===== src/rtl/codec_cfg_pkg.sv =====
// Shared definitions for the WM8731 configuration scheduler: FSM state
// encodings, codec register addresses and the power-up init table.
package codec_cfg_pkg;

   // State encodings; the numeric values are exported on state_info for LEDs.
   typedef enum logic [3:0] {
      S_BOOT     = 4'd0,
      S_LOAD     = 4'd1,
      S_IDLE     = 4'd2,
      S_BYTE0    = 4'd3,
      S_BYTE1    = 4'd4,
      S_WAIT_RDY = 4'd5,
      S_GAP      = 4'd6
   } state_e;

   // WM8731 register addresses.
   localparam logic [6:0] WM_R4_ANALOG   = 7'h04;
   localparam logic [6:0] WM_R6_POWER    = 7'h06;
   localparam logic [6:0] WM_R7_IFACE    = 7'h07;
   localparam logic [6:0] WM_R8_SAMPLING = 7'h08;
   localparam logic [6:0] WM_R9_ACTIVE   = 7'h09;
   localparam logic [6:0] WM_R15_RESET   = 7'h0F;

   // One codec register write: 7-bit address plus 9-bit value.
   typedef struct packed {
      logic [6:0] addr;
      logic [8:0] data;
   } reg_wr_t;

   // Power-up sequence: reset, power everything on, route DAC to output,
   // I2S 16-bit slave, normal-mode 48k sampling, then activate the interface.
   // Indices past the table repeat the harmless "active" write.
   function automatic reg_wr_t init_entry(input logic [3:0] idx);
      reg_wr_t w;
      case (idx)
         4'd0:    w = '{addr: WM_R15_RESET,   data: 9'h000};
         4'd1:    w = '{addr: WM_R6_POWER,    data: 9'h000};
         4'd2:    w = '{addr: WM_R4_ANALOG,   data: 9'h012};
         4'd3:    w = '{addr: WM_R7_IFACE,    data: 9'h002};
         4'd4:    w = '{addr: WM_R8_SAMPLING, data: 9'h000};
         default: w = '{addr: WM_R9_ACTIVE,   data: 9'h001};
      endcase
      return w;
   endfunction

   // First I2C data byte: register address followed by the value MSB.
   function automatic logic [7:0] payload_byte0(input reg_wr_t w);
      return {w.addr, w.data[8]};
   endfunction

   // Second I2C data byte: low eight bits of the value.
   function automatic logic [7:0] payload_byte1(input reg_wr_t w);
      return w.data[7:0];
   endfunction

endpackage


===== src/rtl/codec_cfg_timer.sv =====
// Loadable down-counter shared by the per-byte timeout and the
// inter-transaction gap. expire_o is high while the count sits at zero.
module codec_cfg_timer
   import codec_cfg_pkg::*;
#(
   parameter int CNT_W = 20
) (
   input  logic             clk,
   input  logic             reset_n,
   input  logic             load_i,
   input  logic [CNT_W-1:0] load_val_i,
   output logic             expire_o
);

   logic [CNT_W-1:0] cnt_q, cnt_d;

   // Reload on request, otherwise count down and park at zero.
   always_comb begin
      cnt_d = cnt_q;
      if (load_i) begin
         cnt_d = load_val_i;
      end else if (cnt_q != '0) begin
         cnt_d = cnt_q - CNT_W'(1);
      end
   end

   // Counter register.
   always_ff @(posedge clk or negedge reset_n) begin
      if (!reset_n) begin
         cnt_q <= '0;
      end else begin
         cnt_q <= cnt_d;
      end
   end

   assign expire_o = (cnt_q == '0);

endmodule


===== src/rtl/codec_cfg_scheduler.sv =====
// Serialises every WM8731 register write through the shared I2C byte
// controller: replays the init table after reset, then serves runtime
// requests one at a time with a per-byte timeout and an idle gap.
module codec_cfg_scheduler
   import codec_cfg_pkg::*;
#(
   parameter logic [6:0]  PERIPH_ADDR    = 7'b0011010,
   parameter int          INIT_LEN       = 6,
   parameter logic [19:0] TIMEOUT_CYCLES = 20'd500000,
   parameter logic [15:0] GAP_CYCLES     = 16'd1000
) (
   input  logic       clk,
   input  logic       reset_n,
   input  logic       req_valid,
   input  logic [6:0] req_reg,
   input  logic [8:0] req_data,
   output logic       req_ready,
   output logic       i2c_enable,
   output logic       i2c_mode,
   output logic [6:0] i2c_periph_addr,
   output logic [7:0] i2c_input_byte,
   input  logic       i2c_ready,
   input  logic       i2c_write_in_progress,
   output logic       init_done,
   output logic       busy,
   output logic       error,
   output logic [3:0] state_info
);

   localparam logic [3:0]  LAST_IDX = 4'(INIT_LEN - 1);
   // The timer expires on its last counted cycle, hence the minus one.
   localparam logic [19:0] TO_LOAD  = (TIMEOUT_CYCLES == 20'd0) ? 20'd0
                                      : TIMEOUT_CYCLES - 20'd1;
   localparam logic [19:0] GAP_LOAD = (GAP_CYCLES == 16'd0) ? 20'd0
                                      : {4'd0, GAP_CYCLES} - 20'd1;

   state_e      state_q, state_d;
   logic [3:0]  idx_q;
   logic        wip_q;
   logic        en_q;
   logic [7:0]  byte_q;
   logic        init_done_q;
   logic        err_q;
   reg_wr_t     wr_q, wr_d;

   logic        wip_rise;
   logic        err_set;
   logic        idx_inc;
   logic        init_fin;
   logic        tmr_load;
   logic [19:0] tmr_val;
   logic        tmr_expire;

   assign wip_rise = i2c_write_in_progress && !wip_q;

   // Any state change restarts the shared timer: gap length in S_GAP,
   // timeout budget everywhere else.
   assign tmr_load = (state_d != state_q);
   assign tmr_val  = (state_d == S_GAP) ? GAP_LOAD : TO_LOAD;

   codec_cfg_timer #(
      .CNT_W (20)
   ) u_timer (
      .clk        (clk),
      .reset_n    (reset_n),
      .load_i     (tmr_load),
      .load_val_i (tmr_val),
      .expire_o   (tmr_expire)
   );

   // Next-state and side-effect decode; a wip rise outranks a timeout.
   always_comb begin
      state_d  = state_q;
      wr_d     = wr_q;
      err_set  = 1'b0;
      idx_inc  = 1'b0;
      init_fin = 1'b0;
      case (state_q)
         S_BOOT: begin
            if (i2c_ready) state_d = S_LOAD;
         end
         S_LOAD: begin
            wr_d    = init_entry(idx_q);
            state_d = S_BYTE0;
         end
         S_IDLE: begin
            if (req_valid) begin
               wr_d.addr = req_reg;
               wr_d.data = req_data;
               state_d   = S_BYTE0;
            end
         end
         S_BYTE0: begin
            if (wip_rise) begin
               state_d = S_BYTE1;
            end else if (tmr_expire) begin
               err_set = 1'b1;
               state_d = S_WAIT_RDY;
            end
         end
         S_BYTE1: begin
            if (wip_rise) begin
               state_d = S_WAIT_RDY;
            end else if (tmr_expire) begin
               err_set = 1'b1;
               state_d = S_WAIT_RDY;
            end
         end
         S_WAIT_RDY: begin
            if (i2c_ready) begin
               state_d = S_GAP;
            end else if (tmr_expire) begin
               // Controller never freed the bus: give up on this entry.
               err_set = 1'b1;
               state_d = S_GAP;
            end
         end
         S_GAP: begin
            if (tmr_expire) begin
               if (!init_done_q && (idx_q < LAST_IDX)) begin
                  idx_inc = 1'b1;
                  state_d = S_LOAD;
               end else begin
                  init_fin = !init_done_q;
                  state_d  = S_IDLE;
               end
            end
         end
         default: begin
            state_d = S_BOOT;
         end
      endcase
   end

   // FSM state, sticky flags and registered controller-facing outputs.
   always_ff @(posedge clk or negedge reset_n) begin
      if (!reset_n) begin
         state_q     <= S_BOOT;
         idx_q       <= 4'd0;
         wip_q       <= 1'b0;
         en_q        <= 1'b0;
         byte_q      <= 8'h00;
         init_done_q <= 1'b0;
         err_q       <= 1'b0;
      end else begin
         state_q <= state_d;
         wip_q   <= i2c_write_in_progress;
         en_q    <= (state_d == S_BYTE0) || (state_d == S_BYTE1);
         case (state_d)
            S_BYTE0: byte_q <= payload_byte0(wr_d);
            S_BYTE1: byte_q <= payload_byte1(wr_d);
            default: byte_q <= 8'h00;
         endcase
         if (idx_inc)  idx_q       <= idx_q + 4'd1;
         if (init_fin) init_done_q <= 1'b1;
         if (err_set)  err_q       <= 1'b1;
      end
   end

   // Current register write, held stable for the whole transaction.
   always_ff @(posedge clk) begin
      wr_q <= wr_d;
   end

   assign req_ready       = (state_q == S_IDLE);
   assign busy            = (state_q != S_IDLE);
   assign state_info      = state_q;
   assign i2c_enable      = en_q;
   assign i2c_input_byte  = byte_q;
   assign i2c_mode        = 1'b1;
   assign i2c_periph_addr = PERIPH_ADDR;
   assign init_done       = init_done_q;
   assign error           = err_q;

endmodule


===== config.mk =====
export PLATFORM = sky130hd
export DESIGN_NAME = codec_cfg_scheduler
export DESIGN_NICKNAME = d
export VERILOG_FILES = /design/src/rtl/codec_cfg_pkg.sv /design/src/rtl/codec_cfg_timer.sv /design/src/rtl/codec_cfg_scheduler.sv
export SDC_FILE = /design/constraint.sdc
export NUM_CORES = 1
export LEC_CHECK = 0
export ABC_AREA = 0
export BUFFER_PORTS_ARGS = -buffer_cell sky130_fd_sc_hd__buf_2
export CAP_MARGIN = 20
export CORE_AREA = 3 3 130 82
export CTS_CLUSTER_SIZE = 30
export DETAILED_ROUTE_END_ITERATION = 10
export DIE_AREA = 0 0 133 85
export PLACE_DENSITY = 0.56
export SLEW_MARGIN = 20
export SYNTH_ARGS = -nofsm -noshare
export SYNTH_HDL_FRONTEND = slang
export SYNTH_SLANG_ARGS = --single-unit

===== constraint.sdc =====
create_clock -name clk -period 4.9 [get_ports clk]
set_input_delay 0.49 -clock clk [delete_from_list [all_inputs] [get_ports clk]]
set_output_delay 0.49 -clock clk [all_outputs]
set_load 0.02 [all_outputs]

==> Yosys cells after proc, flatten, opt, wreduce, memory -nomap -nowiden <==
Cells that the tools add are included.
{ "totals": {"regBits": 56, "in_bits": 21, "out_inout_bits": 25, "word_cells": 66} }
{ "op_classes": {"n_lt_le_gt_ge": 1, "n_mux": 27, "n_reduce_logical": 11, "n_addsub": 2, "n_eq_ne": 15} }
{ "ops": {"columns": ["operator", "n"], "rows": [
  ["case mux 13 bit (5 select lines)", 1],
  ["two-way mux 20 bit", 2],
  ["two-way mux 4 bit", 8],
  ["case mux 16 bit (2 select lines)", 1],
  ["case mux 4 bit (7 select lines)", 1],
  ["equality test 4 x 3 -> 1 bit, second input constant", 6],
  ["equality test 4 x 2 -> 1 bit, second input constant", 5],
  ["logical NOT 20 bit", 1],
  ["nonzero test 20 bit", 1],
  ["subtractor 20 x 1 -> 20 bit, second input constant", 1],
  ["two-way mux 19 bit", 1],
  ["two-way mux 16 bit", 1],
  ["case mux 8 bit (2 select lines)", 1],
  ["two-way mux 1 bit", 9],
  ["equality test 4 x 1 -> 1 bit, second input constant", 2],
  ["logical NOT 4 bit", 2],
  ["adder 4 x 1 -> 4 bit, second input constant", 1],
  ["less-than comparator 4 x 3 -> 1 bit, second input constant", 1],
  ["!= test 4 x 2 -> 1 bit, second input constant", 1],
  ["!= test 4 bit", 1],
  ["logical AND 1 bit", 2],
  ["logical NOT 1 bit", 2],
  ["two-way mux 2 bit", 1],
  ["case mux 1 bit (2 select lines)", 1],
  ["other kinds (3)", 3]
]} }

==> Depth between registers and ports, before layout <==
{ "depth": {"depth_word": 8, "mapped_depth": 12, "ltp_nobuf": 10} }

==> Modules after synthesis <==
A second synthesis with hierarchy kept.
{ "unflattened": {"hier_cells": 313, "hier_area_um2": 3119.2} }
{ "modules_own_cells": {"columns": ["module", "area_each_um2", "cells_per_inst", "n_inst", "seq_area_each_um2"], "rows": [
  ["codec_cfg_scheduler", 1916.8, 190, 1, 820.8],
  ["codec_cfg_timer", 1202.4, 123, 1, 500.5]
]} }

==> Worst setup path before layout <==
No wires, ideal clock.
{ "synth_path": {"kind": "register -> register", "from": "register u_timer.cnt_q[0]", "to": "register u_timer.cnt_q[7]", "slack_ps": 2011, "n_path_buf": 2, "t_required_ps": 4771, "synth_period_minus_slack_ps": 2889, "setup_time_ps": 129, "stages_incl_launch_ff": 12, "arrival_ps": 2760, "path_cell_list": "dfrtp_1 inv_1 ha_1 or4b_4 nor4_2 and2_1 buf_4 o41ai_1 or3_4 a211oi_4 buf_4 a31oi_1"} }
{ "synth_via": {"elab_chain_cells": 7, "word_cells_on_any_way": 16, "cone_classes": "add/sub (1); eq/ne (2); mux (10); reduce/logical (3)"} }
{ "synth_lines": {"columns": ["element", "line_no", "source"], "rows": [
  ["start, declared", "codec_cfg_timer.sv:15", "logic [CNT_W-1:0] cnt_q, cnt_d;"],
  ["start signal, assigned", "codec_cfg_timer.sv:32", "cnt_q <= cnt_d;"],
  ["logical NOT 20 bit", "codec_cfg_timer.sv:36", "assign expire_o = (cnt_q == '0);"],
  ["two-way mux 4 bit (on tied branches)", "codec_cfg_scheduler.sv:112, codec_cfg_scheduler.sv:96, codec_cfg_scheduler.sv:104", null],
  ["two-way mux 4 bit (on tied branches)", "codec_cfg_scheduler.sv:110, codec_cfg_scheduler.sv:94, codec_cfg_scheduler.sv:102", null],
  ["case mux 4 bit (7 select lines)", "codec_cfg_scheduler.sv:78", "case (state_q)"],
  ["equality test 4 x 3 -> 1 bit", "codec_cfg_scheduler.sv:59", "assign tmr_val = (state_d == S_GAP) ? GAP_LOAD : TO_LOAD;"],
  ["two-way mux 19 bit", "codec_cfg_scheduler.sv:59", null],
  ["two-way mux 20 bit", "codec_cfg_timer.sv:20", "if (load_i) begin"]
]} }
Several ways; a longest one is shown, not always the timed one. The select of a mux whose other input is x is not followed.
A chain may end at the register's enable or synchronous reset.

==> Worst setup path in the final report <==
Ends and elaborated chain as after synthesis.

==> metrics.cfg <==
[run_status]
status=completed

[die]
rows=28
core_area_mm2=0.00963
floorplan.initialDensity=0.295
dieHeight_um=85
dieWidth_um=133
fp.dieArea_mm2=0.0113
io_pins=46

[critical_path]
start_kind=flip-flop
reg2reg_slack_ns=1.33
critical_path.slowest_cell=a211oi_4
arrival_ns=3.78
cp.required_ns=5.11
critical_path_depth=10
endpoint_kind=flip-flop
critPathKind=reg -> reg
crit_path_max_incr_delay_ns=0.59
crit_chain=inv_1, ha_1, or4b_4, nor4_2, and2_1, o41ai_1, or3_4, a211oi_4, a21oi_1, a31oi_1
r2r_start=u_timer.cnt_q[0]
reg2reg_depth=10
path_buf_inv=1
cp_top_family=simple AND/OR/NAND/NOR gates
worst-path-max-fanout=15
crit_start=u_timer.cnt_q[0]
r2r_end=u_timer.cnt_q[7]

[timing]
finalSetupTns_ns=0
hold_viol=0
drv_slew=0
setup_slack_ns=1.33
setup_viol=0
rsz0062_at_grt=no
skew_ns=0.00743
fin_crit_ns=3.57
relSlewSlack=0.388
worst_pin_slew_ns=0.918
fmax_ghz=0.280
min_period_over_period=0.729

[hold_path]
holdCritStartpoint=i2c_write_in_progress
hold_depth=1
hold_class=in -> reg
min_to=wip_q

[drt]
remaining_drc_errors=0
drt_iter0_drc=223
postRouteAntennaNets=0
first_pass_iters=5
viasPerCell=4.87
wl_per_cell_um=14.2
finalWirelength_mm=6.83
num_vias=2336

[cts]
htreeDepth=2
postCtsHoldBufs=0
clk_latency_ns=0.29
cts.path.max_buffers=2
postCtsResizedCells=0
cts_tree=done
cts-root-buf=clkbuf_16
post-cts-setup-buffers=0
cts_buffers=5
cts_sinks=56
path_clk_slew_ns=0.07

[power_and_ir_drop]
peakVddDrop_mv=0.198
p_seq_frac=0.411
leakage_uw=0.00145
powerDensity_mw_per_mm2=501
power_frac_comb=0.350
p_int_uw=1020
switching_share=0.381
p_sw_uw=630
power.share.clock=0.239

[yosys]
synth_edf_count=0
syn_avg_cell_area_um2=9.14
yosys_warnings=0
async_flop_share=0.714
synth-seq-cells=56
synthFlopType=dfrtp_1
synth_cell_type_count=52
synth-seq-area-share=0.465
synthCells=311
netlist_area_mm2=0.00284

[placed_design]
gp_congestion=0.841
dpl.hpwl_mm=5.03
pre_cts_slack_ns=1.37
portBuffers=37

[cells_and_area]
layout.nets=371
drive_above_1_share=0.151
areaGrowthSynthToFinish_pct=15.9
n_antenna_cell=0

[grt]
antenna_found_initial=0
grt_pass1_wl_mm=11.1
track_usage=0.121
first_global_vias=2107
grt_max_degree=41
gr-total-overflow=0

[job]
cap_violations=0

-- worst reg2reg max path: stages (launching register included) --
cell      delay [ns]
dfrtp_1         0.37
inv_1           0.09
ha_1            0.18
or4b_4          0.50
nor4_2          0.36
and2_1          0.41
o41ai_1         0.18
or3_4           0.40
a211oi_4        0.59
a21oi_1         0.22
a31oi_1         0.19
-- worst max path at each step --
stage	to	slack [ns]
final	u_timer.cnt_q[7]	1.33
after global routing	u_timer.cnt_q[4]	1.04
after CTS	u_timer.cnt_q[4]	1.37
after detailed placement	u_timer.cnt_q[4]	1.37
after global placement	u_timer.cnt_q[6]	1.49
after floorplan	u_timer.cnt_q[7]	2.01
-- synth_stat cells, types with 2 or more instances --
cell | n | area share
inv_1 | 10 | 0.013
nor2_1 | 20 | 0.026
and2_1 | 8 | 0.018
nand4_1 | 2 | 0.0044
o211ai_1 | 2 | 0.0053
o21a_1 | 2 | 0.0053
or4_1 | 3 | 0.0079
nand2b_1 | 7 | 0.015
dfxtp_1 | 16 | 0.11
o22ai_1 | 3 | 0.0066
ha_1 | 6 | 0.026
xnor2_1 | 15 | 0.046
dfrtp_1 | 40 | 0.35
a21oi_1 | 11 | 0.019
clkbuf_1 | 9 | 0.012
a21o_1 | 3 | 0.0079
nand2_1 | 46 | 0.061
nor3b_1 | 2 | 0.0053
o21ai_0 | 11 | 0.019
nor3_1 | 6 | 0.011
xor2_1 | 3 | 0.0092
nor2b_1 | 4 | 0.0088
buf_4 | 10 | 0.026
o21bai_1 | 3 | 0.0079
or3_1 | 7 | 0.015
nor4_1 | 2 | 0.0044
o21ai_1 | 7 | 0.012
conb_1 | 2 | 0.0026
a32o_1 | 8 | 0.028
a31oi_1 | 3 | 0.0066
nand3_1 | 19 | 0.033
-- power groups by stage --
| stage | combinational, µW | sequential, µW | clock (µW) |
|---|---|---|---|
| after floorplan | 416 | 676 | 0 |
| after global placement | 561 | 685 | 0 |
| after detailed placement | 566 | 685 | 0 |
| after CTS | 569 | 678 | 403 |
| after global routing | 638 | 695 | 425 |
| final | 578 | 679 | 395 |
-- layer usage --
layer  vias up  track usage  share of wire
met5         -            0              0
met4         0       0.0311         0.0081
met3         4       0.0184          0.055
met2        72        0.155           0.39
met1      1120        0.203           0.55
li1       1140            -              -
-- registers in the layout, indices dropped and copies added, names as in the netlist, 4 cells and up --
signal,flops
u_timer.cnt_q,20
wr_q,16
i2c_input_byte,8
idx_q,4
state_info,4
-- cells by family (layout without fill, tap and decap cells) --
group | count (synthesis) | in the layout | synth area share
adder cells (fa/ha/maj) | 6 | 6 | 0.0264
AO/OA/AOI/OAI | 65 | 65 | 0.159
multiplexers | 1 | 1 | 0.00352
AND/OR/NAND/NOR | 134 | 134 | 0.236
flip-flops | 56 | 56 | 0.465
other | 2 | 9 | 0.00264
buffers and inverters | 29 | 56 | 0.0515
XOR/XNOR | 18 | 18 | 0.0555
-- stage by stage --
step | power, µW | cells | util | hold WS (ns) | instance area (µm²)
after global placement | 1250 | 472 | 0.324 | 0.452 | 3120
after CTS | 1650 | 480 | 0.342 | 0.321 | 3290
after floorplan | 1090 | 318 | - | 0.194 | 2870
after global routing | 1760 | 480 | 0.342 | 0.320 | 3290
final | 1650 | 480 | 0.342 | 0.327 | 3290
after detailed placement | 1250 | 472 | 0.324 | 0.458 | 3120
-- cell usage in the layout, fill, tap and decap left out, types with 4 or more instances in the layout --
master	synthesis	layout
dfrtp_1	40	40
nor2b_1	4	4
nand2b_1	7	7
ha_1	6	6
dfxtp_1	16	16
nand2_1	46	46
a32o_1	8	8
o21ai_0	11	11
conb_1	2	9
and2_1	8	8
nor2_1	20	20
xnor2_1	15	15
nor3_1	6	6
o21ai_1	7	7
clkbuf_16	0	6
a21oi_1	11	11
inv_1	10	10
or3_1	7	7
nand3_1	19	19
buf_2	0	37
-- final cells by class --
type	count	area (µm²)
Timing Repair Buffer	38	193
Clock inverter	1	8.76
Tap cell	135	169
Multi-Input combinational cell	233	1400
Fill cell	997	6340
Inverter	10	37.5
Clock buffer	7	164
Sequential cell	56	1320
No activity file was read; power rests on OpenSTA's default activity.
